### config.mk
export PLATFORM = sky130hd
export DESIGN_NAME = voter_auth_flat
export DESIGN_NICKNAME = d
export VERILOG_FILES = /design/src/rtl/voter_auth_if.sv /design/src/rtl/voter_auth.sv /design/src/flat_wrapper.sv
export SDC_FILE = /design/constraint.sdc
export NUM_CORES = 1
export LEC_CHECK = 0
export CAP_MARGIN = 20
export CORE_MARGIN = 1
export CORE_UTILIZATION = 52
export DETAILED_ROUTE_END_ITERATION = 10
export PLACE_DENSITY = 0.87
export SLEW_MARGIN = 20
export SYNTH_ARGS = -nofsm -noshare
export SYNTH_HDL_FRONTEND = slang
export SYNTH_SLANG_ARGS = --single-unit
### constraint.sdc
create_clock -name clk -period 2.6 [get_ports clk]
set_input_delay 0.52 -clock clk [delete_from_list [all_inputs] [get_ports clk]]
set_output_delay 0.52 -clock clk [all_outputs]
set_load 0.02 [all_outputs]
### src/rtl/voter_auth_if.sv
// rtl/voter_auth_if.sv - request/response and session-control handshake bundle for voter_auth
interface voter_auth_if #(
    parameter int ID_W = 6
) ();
    logic            req_valid;
    logic [ID_W-1:0] req_id;
    logic            req_ready;
    logic            resp_valid;
    logic [1:0]      resp_code;
    logic            commit;
    logic            abort;

    modport master (
        output req_valid, req_id, commit, abort,
        input  req_ready, resp_valid, resp_code
    );

    modport slave (
        input  req_valid, req_id, commit, abort,
        output req_ready, resp_valid, resp_code
    );
endinterface

### src/rtl/voter_auth.sv
// rtl/voter_auth.sv - voter ID authentication with one-vote-per-ID sessions
// Optional session expiry enabled by defining IDCHK_TIMEOUT_EN.
module voter_auth #(
    parameter int ID_W        = 6,
    parameter int NUM_IDS     = 40,
    parameter int TIMEOUT_CYC = 255
) (
    input  logic                         clk,
    input  logic                         reset,
    voter_auth_if.slave                  bus,
    output logic                         session_active,
    output logic [ID_W-1:0]              session_id,
    output logic [$clog2(NUM_IDS+1)-1:0] voted_count,
    output logic                         all_voted,
    output logic                         timeout
);
    localparam int              CNT_W     = $clog2(NUM_IDS + 1);
    localparam logic [ID_W:0]   NUM_IDS_W = NUM_IDS[ID_W:0];
    localparam logic [CNT_W-1:0] NUM_IDS_C = NUM_IDS[CNT_W-1:0];

    typedef enum logic {IDLE, SESSION} state_t;

    state_t             state_q, state_d;
    logic [NUM_IDS-1:0] flags;
    logic [NUM_IDS-1:0] sess_mask;
    logic               in_range, id_voted, sess_flag;
    logic [1:0]         code_d;
    logic               accept, grant, do_commit, do_abort, expire;
    logic               timer_done;

    // Lookups walk only the registered range so out-of-range IDs never index the flag vector.
    always_comb begin
        id_voted  = 1'b0;
        sess_mask = '0;
        for (int i = 0; i < NUM_IDS; i++) begin
            if (bus.req_id == ID_W'(i))
                id_voted = flags[i];
            sess_mask[i] = (session_id == ID_W'(i));
        end
    end

    assign in_range  = ({1'b0, bus.req_id} < NUM_IDS_W);
    assign sess_flag = |(flags & sess_mask);
    assign code_d    = !in_range ? 2'b10 : (id_voted ? 2'b01 : 2'b00);

    always_ff @(posedge clk) begin
        if (reset)
            state_q <= IDLE;
        else
            state_q <= state_d;
    end

    always_comb begin
        state_d   = state_q;
        accept    = 1'b0;
        grant     = 1'b0;
        do_commit = 1'b0;
        do_abort  = 1'b0;
        expire    = 1'b0;
        case (state_q)
            IDLE: begin
                accept = bus.req_valid;
                if (accept && code_d == 2'b00) begin
                    grant   = 1'b1;
                    state_d = SESSION;
                end
            end
            SESSION: begin
                if (bus.commit) begin
                    do_commit = 1'b1;
                    state_d   = IDLE;
                end else if (bus.abort) begin
                    do_abort = 1'b1;
                    state_d  = IDLE;
                end else if (timer_done) begin
                    expire  = 1'b1;
                    state_d = IDLE;
                end
            end
            default: state_d = IDLE;
        endcase
    end

    always_ff @(posedge clk) begin
        if (reset) begin
            bus.resp_valid <= 1'b0;
            bus.resp_code  <= 2'b00;
            session_id     <= '0;
            flags          <= '0;
            voted_count    <= '0;
        end else begin
            bus.resp_valid <= accept;
            if (accept)
                bus.resp_code <= code_d;
            if (grant)
                session_id <= bus.req_id;
            // A set flag blocks re-grant, so this guard only protects the count invariant.
            if (do_commit && !sess_flag) begin
                flags       <= flags | sess_mask;
                voted_count <= voted_count + CNT_W'(1);
            end
        end
    end

`ifdef IDCHK_TIMEOUT_EN
    localparam int TMR_W = $clog2(TIMEOUT_CYC + 1);
    logic [TMR_W-1:0] timer_q;

    assign timer_done = (timer_q == TMR_W'(TIMEOUT_CYC));

    // Counts from 0 in the first SESSION cycle; expiry is evaluated at count TIMEOUT_CYC.
    always_ff @(posedge clk) begin
        if (reset) begin
            timer_q <= '0;
            timeout <= 1'b0;
        end else begin
            timeout <= expire;
            if (state_q == SESSION)
                timer_q <= timer_q + TMR_W'(1);
            else
                timer_q <= '0;
        end
    end
`else
    assign timer_done = 1'b0;
    assign timeout    = 1'b0;
`endif

    assign bus.req_ready  = (state_q == IDLE);
    assign session_active = (state_q == SESSION);
    assign all_voted      = (voted_count == NUM_IDS_C);

    logic unused_ok;
    assign unused_ok = do_abort;
endmodule

### src/flat_wrapper.sv
// flat-port wrapper written by rule: the top's interface ports become plain ports
module voter_auth_flat 
#(
    parameter int ID_W        = 6,
    parameter int NUM_IDS     = 40,
    parameter int TIMEOUT_CYC = 255
)
  (clk, reset, session_active, session_id, voted_count, all_voted, timeout, bus_req_valid, bus_req_id, bus_commit, bus_abort, bus_req_ready, bus_resp_valid, bus_resp_code);
  voter_auth_if #(.ID_W(ID_W)) bus_i ();
  input  logic clk;
  input  logic reset;
  output logic session_active;
  output logic [ID_W-1:0] session_id;
  output logic [$clog2(NUM_IDS+1)-1:0] voted_count;
  output logic all_voted;
  output logic timeout;
  input wire logic [$bits(bus_i.req_valid)-1:0] bus_req_valid;
  input wire logic [$bits(bus_i.req_id)-1:0] bus_req_id;
  input wire logic [$bits(bus_i.commit)-1:0] bus_commit;
  input wire logic [$bits(bus_i.abort)-1:0] bus_abort;
  output wire logic [$bits(bus_i.req_ready)-1:0] bus_req_ready;
  output wire logic [$bits(bus_i.resp_valid)-1:0] bus_resp_valid;
  output wire logic [$bits(bus_i.resp_code)-1:0] bus_resp_code;
  assign bus_i.req_valid = bus_req_valid;
  assign bus_i.req_id = bus_req_id;
  assign bus_i.commit = bus_commit;
  assign bus_i.abort = bus_abort;
  assign bus_req_ready = bus_i.req_ready;
  assign bus_resp_valid = bus_i.resp_valid;
  assign bus_resp_code = bus_i.resp_code;
  voter_auth #(.ID_W(ID_W), .NUM_IDS(NUM_IDS), .TIMEOUT_CYC(TIMEOUT_CYC)) u_core (.clk(clk), .reset(reset), .bus(bus_i), .session_active(session_active), .session_id(session_id), .voted_count(voted_count), .all_voted(all_voted), .timeout(timeout));
endmodule
==> results of run 1 <==
sequential cells by signal, indices dropped and copies added, names as in the netlist:
register,count
u_core.session_active,1
u_core.flags,40
u_core.voted_count,6
u_core.bus.resp_code,2
u_core.session_id,6
u_core.bus.resp_valid,1
worst paths after layout:
kind	from	end	slack, ns
setup / recovery	u_core.session_id[1]$_SDFFE_PP0P_	u_core.flags[32]$_SDFFE_PP0P_	0.04
hold / removal	u_core.bus.resp_code[0]$_SDFFE_PP0P_	u_core.bus.resp_code[0]$_SDFFE_PP0P_	0.46
setup reg to reg	u_core.session_id[1]$_SDFFE_PP0P_	u_core.flags[32]$_SDFFE_PP0P_	0.04
hold reg to reg	u_core.bus.resp_code[0]$_SDFFE_PP0P_	u_core.bus.resp_code[0]$_SDFFE_PP0P_	0.46
cells in the final DEF (no fill, tap or decap), types with 10 or more instances in the layout:
master            n
a21oi_1          12
clkdlybuf4s50_1  23
inv_1            45
nor2b_1          10
o22ai_2          20
nand2_1          32
buf_4            55
o22ai_1          17
dfxtp_1          53
nor2_1           15
layer usage:
layer,GRT usage [%],vias up,part of all wire [%]
li1,-,1579,-
met1,41.5,1654,40
met2,54.1,215,48
met3,5.60,45,8.6
met4,13.4,0,3.7
met5,0,-,0
power by group through the flow:
stage | registers (mW) | clock network (mW) | logic [mW]
after detailed placement | 0.911 | 0 | 0.351
after CTS | 0.892 | 0.533 | 0.370
after global placement | 0.912 | 0 | 0.347
after global routing | 0.895 | 0.558 | 0.412
after floorplan | 0.916 | 0 | 0.193
final | 0.894 | 0.533 | 0.394
synth_stat cells (3+ instances only):
master	count	area, µm²
nor2b_1	13	81.3
o21ai_0	14	70.1
o211ai_1	9	67.6
o22ai_2	18	225
and2_1	5	31.3
buf_2	11	55.1
mux2_2	4	45.0
inv_1	45	169
mux4_2	4	90.1
a22o_1	3	26.3
nand4b_1	4	35.0
buf_4	5	37.5
and3_1	3	18.8
clkbuf_1	16	60.1
or4_1	4	30.0
a21oi_1	12	60.1
nor2_1	15	56.3
nand2_1	33	124
a211oi_1	4	30.0
mux2i_1	8	80.1
nand3_1	8	40.0
dfxtp_1	56	1120
or3_1	7	43.8
o31ai_1	5	37.5
nand2b_1	9	56.3
o22ai_1	19	119
nor3_1	5	25.0
worst reg2reg max path: stages, from the launching register on:
cell	delay, ns
dfxtp_2	0.40
buf_4	0.20
and2_1	0.25
a311oi_2	0.30
o311ai_1	0.15
o21ai_1	0.24
o21ai_4	0.14
or4b_1	0.48
buf_4	0.20
o22ai_2	0.13
cell type report:
class | count | area [µm²] | area share, %
well taps | 75 | 93.8 | 2.19
clock inverters | 2 | 18.8 | 0.438
repair buffers | 89 | 776 | 18.1
multi-input cells | 264 | 2020 | 47.1
flip-flops and latches | 56 | 1130 | 26.3
clock buffers | 6 | 82.6 | 1.93
inverters | 45 | 169 | 3.94
kinds of logic after synthesis:
| kind of cell | share of synthesized area [%] |
|---|---|
| simple gates | 19.8 |
| flops | 33.2 |
| other cells | 0.111 |
| buf+inv | 10.3 |
| fa+ha+maj | 0.741 |
| compound gates | 28.2 |
| mux | 7.04 |
| xor+xnor | 0.519 |
timing repair:
item	CTS	global route
resized for setup	19	17
buffers inserted	5	1
setup endpoints to repair	11	46
cloned	1	1
pin swaps	5	8
==> results.cfg, run 1 <==
[place]
place_ws_ns = -0.472
placed_area_um2 = 4000
placedCellCount = 521
port_buffers = 28
place_congestion = 0.977
dp_hpwl_um = 7930

[pwr]
p_leak_nw = 1.50
p_switching_mw = 0.552
ir_worst_vdd_mv = 0.427
p_int_mw = 1.27
pwr-share-seq_pct = 49.1
power_mw = 1.82
power_density_nw_per_um2 = 425
power_frac_comb_pct = 21.6
clkPwrFrac_pct = 29.3
p_sw_share_pct = 30.3

[floorplan]
die_h_um = 82.6
die_area_um2 = 6820
num_io_pins = 30
coreArea_um2 = 6100
start_util_pct = 55.4
dieWidth_um = 82.6
num_rows = 28

[clock_tree]
cts_hold_buf = 0
cts_tree = built
htreeDepth = 2
clockBufferDepth = 2
path_clk_slew_ns = 0.11
cts_sinks = 56
worstSkewPairLatency_ns = 0.32
numCtsBuffers = 5
cts_root_buf = clkbuf_8

[yosys]
syn_nets = 411
synthesis.area_um2 = 3370
synth_edf_count = 0
synth_top_flop_cell = dfxtp_1
synth_warnings = 0
ys_ff_latch = 56
synthCells = 398
synth.avg_cell_area_um2 = 8.48
synth_cell_type_count = 68
yosysSeqAreaShare_pct = 33.2
synthArstFlopShare_pct = 0

[cells_and_area]
nets = 474
final_util_pct = 70.3
stdcell_count = 537
postLayoutCellArea_um2 = 4290
fill_cells = 490
drive_gt1_share_pct = 26.0
diodes = 0
area_delta_synth_final_pct = 27.1

[worst_setup_path]
crit_top_cell = buf_4
crit_arrival_ns = 2.81
path_class = reg -> reg
start_kind = flip-flop
worstPathMaxFanout = 10
crit_family = compound AO/OA/AOI/OAI gates
worst-path-stages = 9
rr_worst_depth = 9
crit_chain = buf_4 -> and2_1 -> a311oi_2 -> o311ai_1 -> o21ai_1 -> o21ai_4 -> or4b_1 -> buf_4 -> o22ai_2
end_kind = flip-flop
crit_required_ns = 2.85
critPathMaxStageDelay_ns = 0.48
cpMaxStageDelayCell = or4b_1
cp.buffers_inverters = 2

[job]
max_cap_violations = 0

[timing]
slew_violations = 0
hold_viol = 0
fin_crit_ns = 2.56
fin_hold_ws_ns = 0.463
max_freq_ghz = 0.391
tns_ns = 0
tightest_slew_ns = 0.493
slew-limit-headroom_pct = 66.7
final-setup-viol-count = 0
period_share_pct = 98.5
clock_skew_ns = 0.0160
worst_slack_ns = 0.0397

[grt]
antenna_found_initial = 0
gr-total-overflow = 0
grt_max_degree = 31
track_usage_pct = 32.5
first_global_vias = 3113
grt_pass1_wl_um = 16100

[routing]
vias = 3493
ant_nets = 0
routed_via_density = 6.50
drt_wl_total_um = 11100
wl_per_cell_um = 20.7
drc_errors = 0
first_iter_violations = 322
drtPass1Iterations = 5

[hold_path]
hold_class = reg -> reg
hold_depth = 2

[run_status]
outcome = finished clean
Power figures use the tool's default switching activity.
==> inputs of run 2 (changes only) <==
Settings changed: CORE_MARGIN 1 to 2.
==> run 2 against run 1 <==
Combinational power down 3%. Register-to-register slack improved by 0.09 ns. Flip-flop and latch count stayed put. Via count fell by 2.4%. Global-route usage fell by 4.4 points. Clock-buffer cell count is the same. Routed wire length down 8.8%. Utilization decreased by 2.0 points. Critical endpoint is now u_core.bus.resp_code[0]$_SDFFE_PP0P_.
==> results.cfg, run 2 (same netlist as run 1, synthesis figures left out) <==
[run_status]
outcome = finished clean

[timing]
rsz0062_at_grt = false
slew-limit-headroom_pct = 64.6
hold_viol = 0
max_freq_ghz = 0.395
tightest_slew_ns = 0.530
clock_skew_ns = 0.0141
slew_violations = 0
fin_crit_ns = 2.53
period_share_pct = 97.4
final-setup-viol-count = 0

[worst_setup_path]
end_kind = flip-flop
crit_family = compound AO/OA/AOI/OAI gates
worstPathMaxFanout = 8
path_class = in -> reg
crit_required_ns = 2.86
crit_chain = dlygate4sd2_1 -> bufbuf_16 -> buf_4 -> o22ai_2 -> o2111ai_1 -> a2111o_1 -> a221o_1 -> or3_1 -> a21oi_1
critPathMaxStageDelay_ns = 0.45
cp.buffers_inverters = 3
cpMaxStageDelayCell = a221o_1
crit_arrival_ns = 2.79
start_kind = input port

[floorplan]
die_area_um2 = 7150
num_rows = 29
start_util_pct = 53.4
coreArea_um2 = 6310
dieWidth_um = 84.6
die_h_um = 84.6
num_io_pins = 30

[clock_tree]
cts_hold_buf = 0
htreeDepth = 2
numCtsBuffers = 5
cts_tree = built
path_clk_slew_ns = 0.11
cts_sinks = 56
cts_root_buf = clkbuf_8
clockBufferDepth = 2
worstSkewPairLatency_ns = 0.32

[job]
max_cap_violations = 0

[place]
placed_area_um2 = 4060
dp_hpwl_um = 7660
port_buffers = 28
place_congestion = 0.969

[pwr]
pwr-share-seq_pct = 48.2
power_frac_comb_pct = 20.4
p_leak_nw = 1.52
power_density_nw_per_um2 = 431
p_switching_mw = 0.521
p_int_mw = 1.34
p_sw_share_pct = 28.0
power_mw = 1.86
ir_worst_vdd_mv = 0.286
clkPwrFrac_pct = 31.4

[routing]
wl_per_cell_um = 18.8
vias = 3410
ant_nets = 0
drc_errors = 0
routed_via_density = 6.30
first_iter_violations = 339
drtPass1Iterations = 5
drt_wl_total_um = 10100

[grt]
first_global_vias = 3224
track_usage_pct = 28.1
grt_pass1_wl_um = 16000
gr-total-overflow = 0
grt_max_degree = 33
antenna_found_initial = 0

[cells_and_area]
ff_latch_area_um2 = 1130
fill_cells = 491
drive_gt1_share_pct = 25.9
area_delta_synth_final_pct = 27.9
nets = 476
final_cell_mix = buf_4 (56), dfxtp_1 (52), inv_1 (45)
diodes = 0
reg.largest.list = u_core.flags: 40 flops, u_core.session_id: 6 flops, u_core.voted_count: 6 flops
largest_reg_flops = 40
multiInputGateArea_um2 = 1970
mostFrequentLayoutCell = buf_4
postLayoutCellArea_um2 = 4320
top_register = u_core.flags

[hold_path]
hold_class = reg -> reg
-- run 2: changes by cell type in the layout (fill, tap and decap cells not counted), moves of 2 or more --
| cell | change |
|---|---|
| o21ai_0 | +3 |
| nor2b_2 | -2 |
| nor2b_1 | +2 |
| o21ai_1 | -3 |
-- run 2: cell type report --
class	instances	area share (%)
clock inverter	2	0.899
tap	77	2.23
multi-input combinational	262	45.7
sequential	56	26.1
timing repair buffer	93	19.5
clock buffer	6	1.68
inverter	45	3.91
-- run 2: tightest hold or removal path: cells and delay by family, from the launching register on --
kind	cells	cell delay, ns
and+or+nand+nor	1	0.06
DFF	1	0.33
AOI/OAI and AO/OA	1	0.05
-- run 2: worst paths after layout --
path | startpoint | slack [ns] | end | cells past startpoint
hold reg to reg | u_core.bus.resp_code[0]$_SDFFE_PP0P_ | 0.47 | u_core.bus.resp_code[0]$_SDFFE_PP0P_ | 2
setup reg to reg | u_core.session_id[1]$_SDFFE_PP0P_ | 0.13 | u_core.voted_count[5]$_SDFFE_PP0P_ | 8
hold / removal | u_core.bus.resp_code[0]$_SDFFE_PP0P_ | 0.47 | u_core.bus.resp_code[0]$_SDFFE_PP0P_ | 2
setup / recovery | bus_req_id[1] | 0.07 | u_core.bus.resp_code[0]$_SDFFE_PP0P_ | 9
-- run 2: per-layer routing --
metal / GRT usage [%] / wire (µm) / vias up
met5: 0 / 0 / -
met4: 10.5 / 341 / 0
met3: 3.93 / 845 / 42
met2: 47.5 / 4990 / 192
met1: 36.4 / 3970 / 1601
li1: - / - / 1575
-- run 2: power by group through the flow --
stage	registers [mW]	logic, mW	clock network, mW
floorplan	0.916	0.193	0
global placement	0.914	0.347	0
detailed placement	0.915	0.349	0
CTS	0.895	0.363	0.589
global route	0.899	0.407	0.628
finish	0.897	0.381	0.584
-- run 2: what timing repair did --
action	in CTS	in global routing
setup endpoints to repair	19	46
gates cloned	1	1
pin swaps	1	6
setup buffers	2	1
resized for setup	9	18
-- run 2: per-stage QoR --
stage          instances  util (%)  worst slack (ns)  setup TNS [ns]  hold slack [ns]
2_1_floorplan        398         -             0.123               0            0.430
4_1_cts              539      67.2           -0.0137         -0.0354            0.478
5_1_grt              541      68.4           0.00594               0            0.512
3_5_place_dp         528      64.2            -0.425           -3.02            0.460
3_3_place_gp         528      64.2            -0.408           -2.86            0.453
6_report             541      68.4            0.0676               0            0.475
==> inputs of run 3 (changes only) <==
Settings changed: CORE_MARGIN 2 to unset, CTS_CLUSTER_SIZE set to 20.
==> results of run 3 <==
Same layout as run 1: the final DEF is identical, and so are final timing and power.
